==> src/rtl/braille_chord_capture_pkg.sv <==
// braille_pkg: shared constants and FSM state type for the chord capture block
package braille_pkg;
  localparam int DOTS = 6;
  typedef enum logic [2:0] {IDLE, ACCUM, EMIT, ABORT, WAIT_REL} state_t;
endpackage

==> src/rtl/braille_key_debounce.sv <==
// braille_key_debounce: 2-flop sync plus ms-tick debounce for one active-low key
module braille_key_debounce #(
  parameter int DEBOUNCE_MS = 20
) (
  input  logic clk,
  input  logic rst,
  input  logic tick_1ms,
  input  logic raw_n,
  output logic pressed
);
  localparam int CW = $clog2(DEBOUNCE_MS + 1);
  logic [1:0] sync;
  logic level;
  logic [CW-1:0] cnt;
  always_ff @(posedge clk)
    if (!rst) begin
      sync  <= 2'b11;
      level <= 1'b1;
      cnt   <= '0;
    end else begin
      sync <= {sync[0], raw_n};
      if (sync[1] == level) cnt <= '0;
      else if (tick_1ms) begin
        cnt   <= (cnt == CW'(DEBOUNCE_MS - 1)) ? '0 : cnt + 1'b1;
        level <= (cnt == CW'(DEBOUNCE_MS - 1)) ? sync[1] : level;
      end
    end
  assign pressed = ~level;
endmodule

==> src/rtl/braille_chord_capture.sv <==
// braille_chord_capture: debounce six keys, accumulate a chord and report it with its hold time
module braille_chord_capture
  import braille_pkg::*;
#(
  parameter int DEBOUNCE_MS = 20,
  parameter int MAX_HOLD_MS = 2000,
  parameter int HOLD_W      = 12
) (
  input  logic              clk,
  input  logic              rst,
  input  logic              tick_1ms,
  input  logic [5:0]        keys_n,
  output logic [5:0]        chord,
  output logic              chord_valid,
  output logic [HOLD_W-1:0] hold_ms,
  output logic              hold_timeout,
  output logic              busy
);
  if (MAX_HOLD_MS >= 2 ** HOLD_W) begin : g_bad_hold
    $error("MAX_HOLD_MS must be below 2**HOLD_W so hcnt cannot wrap");
  end
  logic [DOTS-1:0] pressed, acc;
  logic [HOLD_W-1:0] hcnt;
  state_t st;
  for (genvar d = 0; d < DOTS; d++) begin : g_key
    braille_key_debounce #(.DEBOUNCE_MS(DEBOUNCE_MS)) u_db (
      .clk(clk), .rst(rst), .tick_1ms(tick_1ms), .raw_n(keys_n[d]), .pressed(pressed[d])
    );
  end
  always_ff @(posedge clk)
    if (!rst) begin
      st           <= IDLE;
      acc          <= '0;
      hcnt         <= '0;
      chord        <= '0;
      chord_valid  <= 1'b0;
      hold_ms      <= '0;
      hold_timeout <= 1'b0;
      busy         <= 1'b0;
    end else begin
      chord_valid  <= 1'b0;
      hold_timeout <= 1'b0;
      case (st)
        IDLE: begin
          acc  <= pressed;
          hcnt <= '0;
          st   <= |pressed ? ACCUM : IDLE;
          busy <= |pressed;
        end
        ACCUM: begin
          acc  <= acc | pressed;
          hcnt <= hcnt + HOLD_W'(tick_1ms);
          // release wins over timeout when both happen together
          st   <= ~|pressed ? EMIT : (hcnt == HOLD_W'(MAX_HOLD_MS)) ? ABORT : ACCUM;
        end
        EMIT: begin
          chord       <= acc;
          hold_ms     <= hcnt;
          chord_valid <= 1'b1;
          st          <= IDLE;
          busy        <= 1'b0;
        end
        ABORT: begin
          hold_timeout <= 1'b1;
          st           <= WAIT_REL;
        end
        WAIT_REL: begin
          st   <= |pressed ? WAIT_REL : IDLE;
          busy <= |pressed;
        end
        default: begin
          st   <= IDLE;
          busy <= 1'b0;
        end
      endcase
    end
endmodule
==> config.mk <==
export PLATFORM = sky130hd
export DESIGN_NAME = braille_chord_capture
export DESIGN_NICKNAME = d
export VERILOG_FILES = /design/src/rtl/braille_chord_capture_pkg.sv /design/src/rtl/braille_key_debounce.sv /design/src/rtl/braille_chord_capture.sv
export SDC_FILE = /design/constraint.sdc
export NUM_CORES = 1
export LEC_CHECK = 0
export ABC_CLOCK_PERIOD_IN_PS = 2300
export CORE_AREA = 2 2 115 117
export CTS_BUF_LIST = sky130_fd_sc_hd__clkbuf_4
export DETAILED_ROUTE_END_ITERATION = 7
export DIE_AREA = 0 0 117 119
export PLACE_DENSITY_LB_ADDON = 0.05
export SYNTH_ARGS = -nofsm -noshare
export SYNTH_HDL_FRONTEND = slang
export SYNTH_SLANG_ARGS = --single-unit
==> constraint.sdc <==
create_clock -name clk -period 2.3 [get_ports clk]
set_input_delay 0.69 -clock clk [delete_from_list [all_inputs] [get_ports clk]]
set_output_delay 0.69 -clock clk [all_outputs]
set_load 0.05 [all_outputs]
== Yosys cells after proc, flatten, opt, wreduce, memory -nomap -nowiden ==
Index checks and enable logic that the tools add are counted.
Storage, ports and cells
  input bits: 9
  logic and storage cells: 97
  flip-flop bits (word level): 90
  output and inout port bits: 21
Operators by class
  reduce and logical (&&, ||, !) cells: 17
  muxes and demuxes: 16
  equal/unequal tests: 17
  bitwise logic cells: 14
  $add $sub $neg: 7
Operators with widths (number)
  $add 5x1->5 const B: 6
  $eq 5x5->1 const B: 6
  $mux 5: 6
  $pmux 12 s2: 1
  $reduce_and 3->1: 6
  $reduce_or 2->1: 8
  $not 1->1: 13
  $add 12x1->12: 1
  $eq 12x11->1 const B: 1
  $pmux 3 s4: 1
  $pmux 6 s2: 1
  $eq 1x1->1: 6
  $eq 3x2->1 const B: 2
  $or 6x6->6: 1
  $reduce_or 6->1: 1
  $mux 2: 2
  $eq 3x1->1 const B: 1
  $eq 3x3->1 const B: 1
  $logic_not 3->1: 1
  $mux 1: 3
  $mux 3: 1
  $pmux 1 s2: 1
  $reduce_bool 2->1: 1

== Longest topological paths before layout ==
Gate-level depths: netlist (run 1).
  depth after elaboration: 4
  gate-level depth with buffers: 5
  gate-level depth less buffers: 5

== Hierarchy ==
From an unflattened synthesis (run 1), not the netlist that was laid out.
Second synthesis, totals
  cells, all modules: 422
  area, all modules: 3870.0 um^2
Modules (own cells, without submodules)
  braille_key_debounce: area each 352.8 um^2, seq. area each 160.2 um^2, times used 6, cells an instance 36
  braille_chord_capture: area each 1752.9 um^2, seq. area each 840.8 um^2, times used 1, cells an instance 206

== Worst setup path after synthesis (run 1) ==
Ideal clock, no wire load.
  path kind: input-to-reg
  start: in tick_1ms
  end: reg hcnt[8]
  path buffers: 0
  library setup time: 0.074 ns
  stages on the path: 5
  arrival time: 1.858 ns
  path slack: 0.368 ns
  required time: 2.226 ns
  cell sequence: ha_1 ha_1 nand3_1 or4_1 a31oi_1
Between the ends
  word-level cells in the longest chain between the ends: 2
RTL lines
  from (decl): line braille_chord_capture.sv:11  | input logic tick_1ms,
  $add 12x1->12: line braille_chord_capture.sv:52  | hcnt <= hcnt + HOLD_W'(tick_1ms);
  $pmux 12 s2: line braille_chord_capture.sv:43  | case (st)
  to (signal assigned): line braille_chord_capture.sv:52
  to (decl): line braille_chord_capture.sv:23  | logic [HOLD_W-1:0] hcnt;
Every way passes these cells.
A chain may end at the register's enable or synchronous reset.

== Final worst setup path (run 1) ==
Same ends and word-level chain as after synthesis.

==> results.md, run 1 <==
* Worst setup path endpoint: hcnt[8]
* # IOs at 30
* Mean number of vias per cell at 4.68
* Startpoint Class: input pin
* # nets final at 476
* CP required at 2670 ps
* RSZ-0062 raised after global routing: false
* Synth Area per Inst at 8.85 um^2
* RR Endpoint: hcnt[8]
* Fin Setup TNS at 0 ps
* Tcrit/Tclk final at 92.1%
* Warnings from Yosys at 0
* DIE AREA at 13900 um^2
* Clock Path Buffers at 2
* CTS tree: done
* Starting DRT DRC Count at 183
* Initial Utilization at 29.1%
* Status: complete, no violations
* Fin. Hold Viols at 0
* Share of layout cells above drive strength 1 at 7.56%
* Worst setup path category: in2reg
* Area Overhead vs Synth at 17.5%
* CP endpoint kind: register
* Post-Syn Area at 3750 um^2
* CTS root buffer: clkbuf_4
* DR WL/cell at 12.6 um
* Final setup fails at 0
* Global-route wire length before repair at 14.0 mm
* Maxcap violations at 0
* Main synth FF type: dfxtp_1
* I/O Buffers at 29
* Worst R2R Setup Slack at 470 ps
* Die Span Y at 119 um
* DRC Markers at 0
* Antenna fix cells at 0
* FMAX at 0.472 GHz
* Max Transition Viols Final at 0
* Sequential share of the synthesized area at 48.0%
* Number of flops mapped to enable cells by yosys at 0
* Max FO, Critical Path at 7
* Worst-Skew Late Latency at 450 ps
* Core Area at 12900 um^2
* Vias in the first global route at 2877
* Power per cell area at 574 nW/um^2
* Worst VDD drop at 0.382 mV
* Die X at 117 um
* Synth Register Bits at 90
* Syn_nets at 441
* Synth cell types at 45
* H-Tree Depth at 3
* Skew final at 16.1 ps
* Post-CTS setup buffers at 0
* Hold WC Path Type: reg2reg
* Gp weighted congestion at 0.748
* Crit path from: tick_1ms
* Cell Rows at 42
* Hold slack at 415 ps
* DRT Pass-1 Iters at 4
* Global route overflow at 0
* LEAKAGE at 1.61 nW
* Minimum clock period at 2120 ps
* Worst-path clk slew at 140 ps
* Post_cts resized at 21
* Post-route ant nets at 0
* Routed WL at 8.05 mm
* Largest net degree at the start of global routing at 37
* Arrival @ worst endpoint at 2490 ps
* Initial antenna violation count at 0
* Slew HR at 67.0%
* R2r startpoint: st[0]
* Reg2reg path depth at 4
* Worst Tran Pin Value at 498 ps
* Hold buffer count at CTS at 0
* CTS Sinks at 90
* CTS Buf Count at 9
* Post-synthesis cell count at 424
* Tot GR Track Use at 12.9%
* DR vias at 2993
* Ys async rst share at 0%
* DP Wirelength at 5.55 mm
==> worst max-delay path: stages <==
cell and delay [ps]:
clkdlybuf4s50_1 500, ha_1 190, ha_1 170, nand3_1 200, or4_1 560, a31oi_1 180
==> cell usage in the layout, fill, tap and decap left out, types with 5 or more instances in the layout <==
cell type | Yosys | final
dfxtp_1 | 90 | 90
nand2_1 | 69 | 69
a21oi_1 | 44 | 44
nor2_1 | 23 | 23
dlygate4sd2_1 | 0 | 21
o21ai_0 | 18 | 18
nand2b_1 | 17 | 17
xor2_1 | 15 | 15
buf_4 | 0 | 14
nand3_1 | 11 | 11
nor2b_1 | 11 | 11
clkbuf_4 | 0 | 11
nand4_1 | 10 | 10
or3_1 | 9 | 9
mux2i_1 | 8 | 8
ha_1 | 8 | 8
clkdlybuf4s50_1 | 0 | 8
inv_1 | 6 | 6
o211ai_1 | 6 | 6
nand3b_1 | 5 | 5
nand4b_1 | 5 | 5
nor4_1 | 5 | 5
xnor2_1 | 5 | 5
==> cell usage after synthesis, types with 6 or more instances <==
library cell | n | area share [%]
dfxtp_1 | 90 | 48
o211ai_1 | 6 | 1.2
clkbuf_1 | 16 | 1.6
o21ai_0 | 18 | 2.4
nand2b_1 | 17 | 2.8
or3_1 | 9 | 1.5
nand4_1 | 10 | 1.7
nand2_1 | 69 | 6.9
mux2i_1 | 8 | 2.1
nor2_1 | 23 | 2.3
a21oi_1 | 44 | 5.9
xor2_1 | 15 | 3.5
nand3_1 | 11 | 1.5
inv_1 | 6 | 0.60
ha_1 | 8 | 2.7
nor2b_1 | 11 | 1.8
==> stage by stage <==
step	setup WS [ps]	area, um^2	power [mW]	utilization, %	std cells
after floorplan	368	3750	1.66	-	424
after global placement	-217	4310	1.70	33.5	624
after detailed placement	-280	4310	1.70	33.5	624
after CTS	180	4410	2.60	34.2	639
after global routing	150	4410	2.67	34.2	639
final	182	4410	2.53	34.2	639
==> logic make-up after synthesis <==
kind of cell | synth area share [%]
and+or+nand+nor | 26.6
xor gates and xnor gates | 4.67
DFF | 48.0
buffers and inverters | 2.80
muxes | 2.13
adders and majority gates | 2.67
AOI/OAI and AO/OA | 13.1
==> power by group <==
part | internal (mW) | switching [mW] | leakage (nW) | total [mW]
combinational | 0.0394 | 0.0492 | 0.808 | 0.0886
sequential | 1.57 | 0.00537 | 0.728 | 1.58
clock | 0.344 | 0.520 | 0.0741 | 0.864
total | 1.95 | 0.575 | 1.61 | 2.53
==> layout make-up <==
type | instances | area (um^2)
clock buffers | 11 | 82.6
clock inverters | 4 | 43.8
fillers | 1398 | 8470
inverters | 7 | 26.3
multi-input cells | 307 | 1850
flip-flops and latches | 90 | 1800
well taps | 176 | 220
repair buffers | 44 | 389
==> state kept, by name, indices dropped and copies added, names as in the netlist <==
name              cells
hold_ms              12
chord_valid           1
hcnt                 12
g_key.u_db.level      6
busy                  1
g_key.u_db.cnt       30
chord                 6
g_key.u_db.sync      12
hold_timeout          1
st                    3
acc                   6
==> worst min path at each step <==
stage,startpoint,endpoint,slack [ps],cells after the start
after floorplan,g_key[0].u_db.sync[0],g_key[0].u_db.sync[1],390,1
after global placement,g_key[5].u_db.sync[0],g_key[5].u_db.sync[1],390,1
after detailed placement,g_key[4].u_db.sync[0],g_key[4].u_db.sync[1],390,1
after CTS,g_key[4].u_db.sync[0],g_key[4].u_db.sync[1],420,1
after global routing,g_key[0].u_db.sync[0],g_key[0].u_db.sync[1],430,1
final,g_key[2].u_db.sync[0],g_key[2].u_db.sync[1],420,1
==> metal layers <==
metal,global-route usage [%],part of all wire [%]
met3,4.58,3.4
met4,3.97,1.6
met2,20.8,48
met5,0,0
met1,15.9,47
Power figures use the tool's default switching activity.
==> run 2: changes to the inputs <==
--- a/config.mk
+++ b/config.mk
@@ -5,7 +5,7 @@
 export SDC_FILE = /design/constraint.sdc
 export NUM_CORES = 1
 export LEC_CHECK = 0
-export ABC_CLOCK_PERIOD_IN_PS = 2300
+export ABC_CLOCK_PERIOD_IN_PS = 1930
 export CORE_AREA = 2 2 115 117
 export CTS_BUF_LIST = sky130_fd_sc_hd__clkbuf_4
 export DETAILED_ROUTE_END_ITERATION = 7
==> constraint.sdc (replaced) <==
create_clock -name clk -period 1.93 [get_ports clk]
set_input_delay 0.579 -clock clk [delete_from_list [all_inputs] [get_ports clk]]
set_output_delay 0.579 -clock clk [all_outputs]
set_load 0.05 [all_outputs]
==> results.md, run 2 (synthesized netlist as in run 1, its figures left out) <==
* Worst setup path category: in2reg
* Fin util at 34.7% (+0.47 points)
* DIE AREA at 13900 um^2 (unchanged)
* FMAX at 0.535 GHz
* Largest Register: g_key.u_db.cnt
* Post-CTS setup buffers at 0 (unchanged)
* Worst-Skew Late Latency at 460 ps (about the same)
* CTS Buf Count at 9 (unchanged)
* I/O Buffers at 29 (unchanged)
* CP required at 2330 ps (-340 ps)
* Tot GR Track Use at 13.1% (+0.19 points)
* Reg2reg path depth at 5 (+1)
* CTS Sinks at 90 (unchanged)
* Post-route ant nets at 0 (unchanged)
* Worst VDD drop at 0.400 mV (+4.5%)
* Vias in the first global route at 2922 (+1.6%)
* Gp weighted congestion at 0.790 (+5.6%)
* Antenna fix cells at 0 (unchanged)
* DR vias at 3027 (+1.1%)
* Share of layout cells above drive strength 1 at 13.6% (+6.1 points)
* Arrival @ worst endpoint at 2270 ps (-220 ps)
* Tcrit/Tclk final at 96.9%
* Clock Path Buffers at 2 (unchanged)
* CTS tree: done
* R2r startpoint: hcnt[0]
* Status: complete, no violations
* Final Power at 3.14 mW (+24%)
* Dpl cell area at 4300 um^2 (-0.17%)
* Most frequent cells in the layout: dfxtp_1 (90), nand2_1 (69), a21oi_1 (44)
* Worst path slowest cell: clkdlybuf4s50_1
* Highest routed layer: met4
* Sequential cell area at 1800 um^2 (unchanged)
* Met3 WL post-DR at 311 um (+13%)
* Mean number of vias per cell at 4.69 (+0.20%)
* CP top delay family: simple AND/OR/NAND/NOR gates
* H-Tree Depth at 3 (unchanged)
* Buf/Inv on CP at 1 (unchanged)
* Die X at 117 um (unchanged)
* Maxcap violations at 0 (unchanged)
* CTS root buffer: clkbuf_4
* Crit path cell chain: clkdlybuf4s50_1, ha_2, ha_2, nand3_4, or4_1, a31oi_1
* CP endpoint kind: register
* Commonest non-fill, non-tap cell in the layout: dfxtp_1
* Final setup fails at 0 (unchanged)
* Largest net degree at the start of global routing at 37 (unchanged)
* Met1 WL at 3.82 mm (about the same)
* Die Span Y at 119 um (unchanged)
* Slowest stage delay, CP at 510 ps (-50 ps)
* DRC Markers at 0 (unchanged)
* LEAKAGE at 1.58 nW (-1.7%)
* RSZ-0062 raised after global routing: false
* Multi-input gate area at 1860 um^2 (+0.95%)
* Core Area at 12900 um^2 (unchanged)
* Cell Rows at 42 (unchanged)
* Max Transition Viols Final at 0 (unchanged)
* # IOs at 30 (unchanged)
* DRT Pass-1 Iters at 4 (unchanged)
* Routed WL at 8.17 mm (+1.5%)
* Global-route wire length before repair at 14.1 mm (+0.59%)
* Routed wl met2 at 3.92 mm (+2.5%)
* Hold depth at 1 (unchanged)
* # fillers at 1388 (-0.72%)
* Initial Utilization at 29.1% (unchanged)
* Area Overhead vs Synth at 19.1%
* Skew final at 16.5 ps (+0.491 ps)
* Hold WC Path Type: reg2reg
* Starting DRT DRC Count at 164 (-10%)
* DR WL/cell at 12.7 um (+0.51%)
* Initial antenna violation count at 0 (unchanged)
* # nets final at 482 (+1.3%)
* Max reg flops at 30 (unchanged)
* DP Wirelength at 5.81 mm (+4.7%)
* Worst R2R Setup Slack at 270 ps (-200 ps)
* Fin. Hold Viols at 0 (unchanged)
* RR Endpoint: hcnt[8]
* Most used cell, CP: ha_2
* Global route overflow at 0 (unchanged)
* Cell area after layout at 4470 um^2 (+1.4%)
* Worst Tran Pin Value at 444 ps (-53.7 ps)
* Minimum clock period at 1870 ps
* Hold Path End: g_key[4].u_db.sync[1]
* Startpoint Class: input pin
* Slew HR at 70.0% (+3.0 points)
* Power per cell area at 703 nW/um^2 (+23%)
* Max FO, Critical Path at 7 (unchanged)
* Worst-path clk slew at 140 ps (about the same)
* Hold Startpoint: g_key[4].u_db.sync[0]
[run 2: metrics by stage]
stage | hold slack [ps] | std cells | TNS (ps) | worst slack, ps
after global placement | 392 | 630 | -10710 | -490
after CTS | 403 | 645 | 0 | 54.6
after detailed placement | 396 | 630 | -11990 | -526
final | 404 | 645 | 0 | 59.7
after floorplan | 386 | 424 | 0 | 109
after global routing | 405 | 645 | 0 | 4.38
[run 2: area by class of cell]
class                           count  area share [%]
Sequential cell                    90            40.3
Timing Repair Buffer               50            9.13
Multi-Input combinational cell    307            41.7
Clock inverter                      4            1.51
Clock buffer                       11            1.85
Inverter                            7           0.588
Tap cell                          176            4.93
[run 2: timing repair]
action,CTS,global route
endpoints found under the hold margin,0,0
hold buffers,0,0
gates resized for setup,1,3
endpoints found under the setup margin,1,2
[run 2: worst max-delay path by stage]
stage	startpoint	end	depth (start not counted)	slack (ps)
final	tick_1ms	hcnt[8]	6	60
after global placement	tick_1ms	hcnt[8]	6	-490
after global routing	tick_1ms	hcnt[8]	6	4
after detailed placement	tick_1ms	hcnt[8]	6	-530
after CTS	tick_1ms	hcnt[8]	6	50
after floorplan	tick_1ms	hcnt[8]	5	110
[run 2: layer usage]
metal | up-vias | track usage, %
met5 | - | 0
met2 | 42 | 21.4
met3 | 8 | 4.89
met4 | 0 | 3.82
li1 | 1574 | -
met1 | 1403 | 15.9
[run 2: report_power, final]
part | internal (mW) | total [mW] | switching (mW)
sequential | 1.87 | 1.88 | 0.00645
combinational | 0.0509 | 0.111 | 0.0599
clock | 0.541 | 1.15 | 0.613
total | 2.46 | 3.14 | 0.679
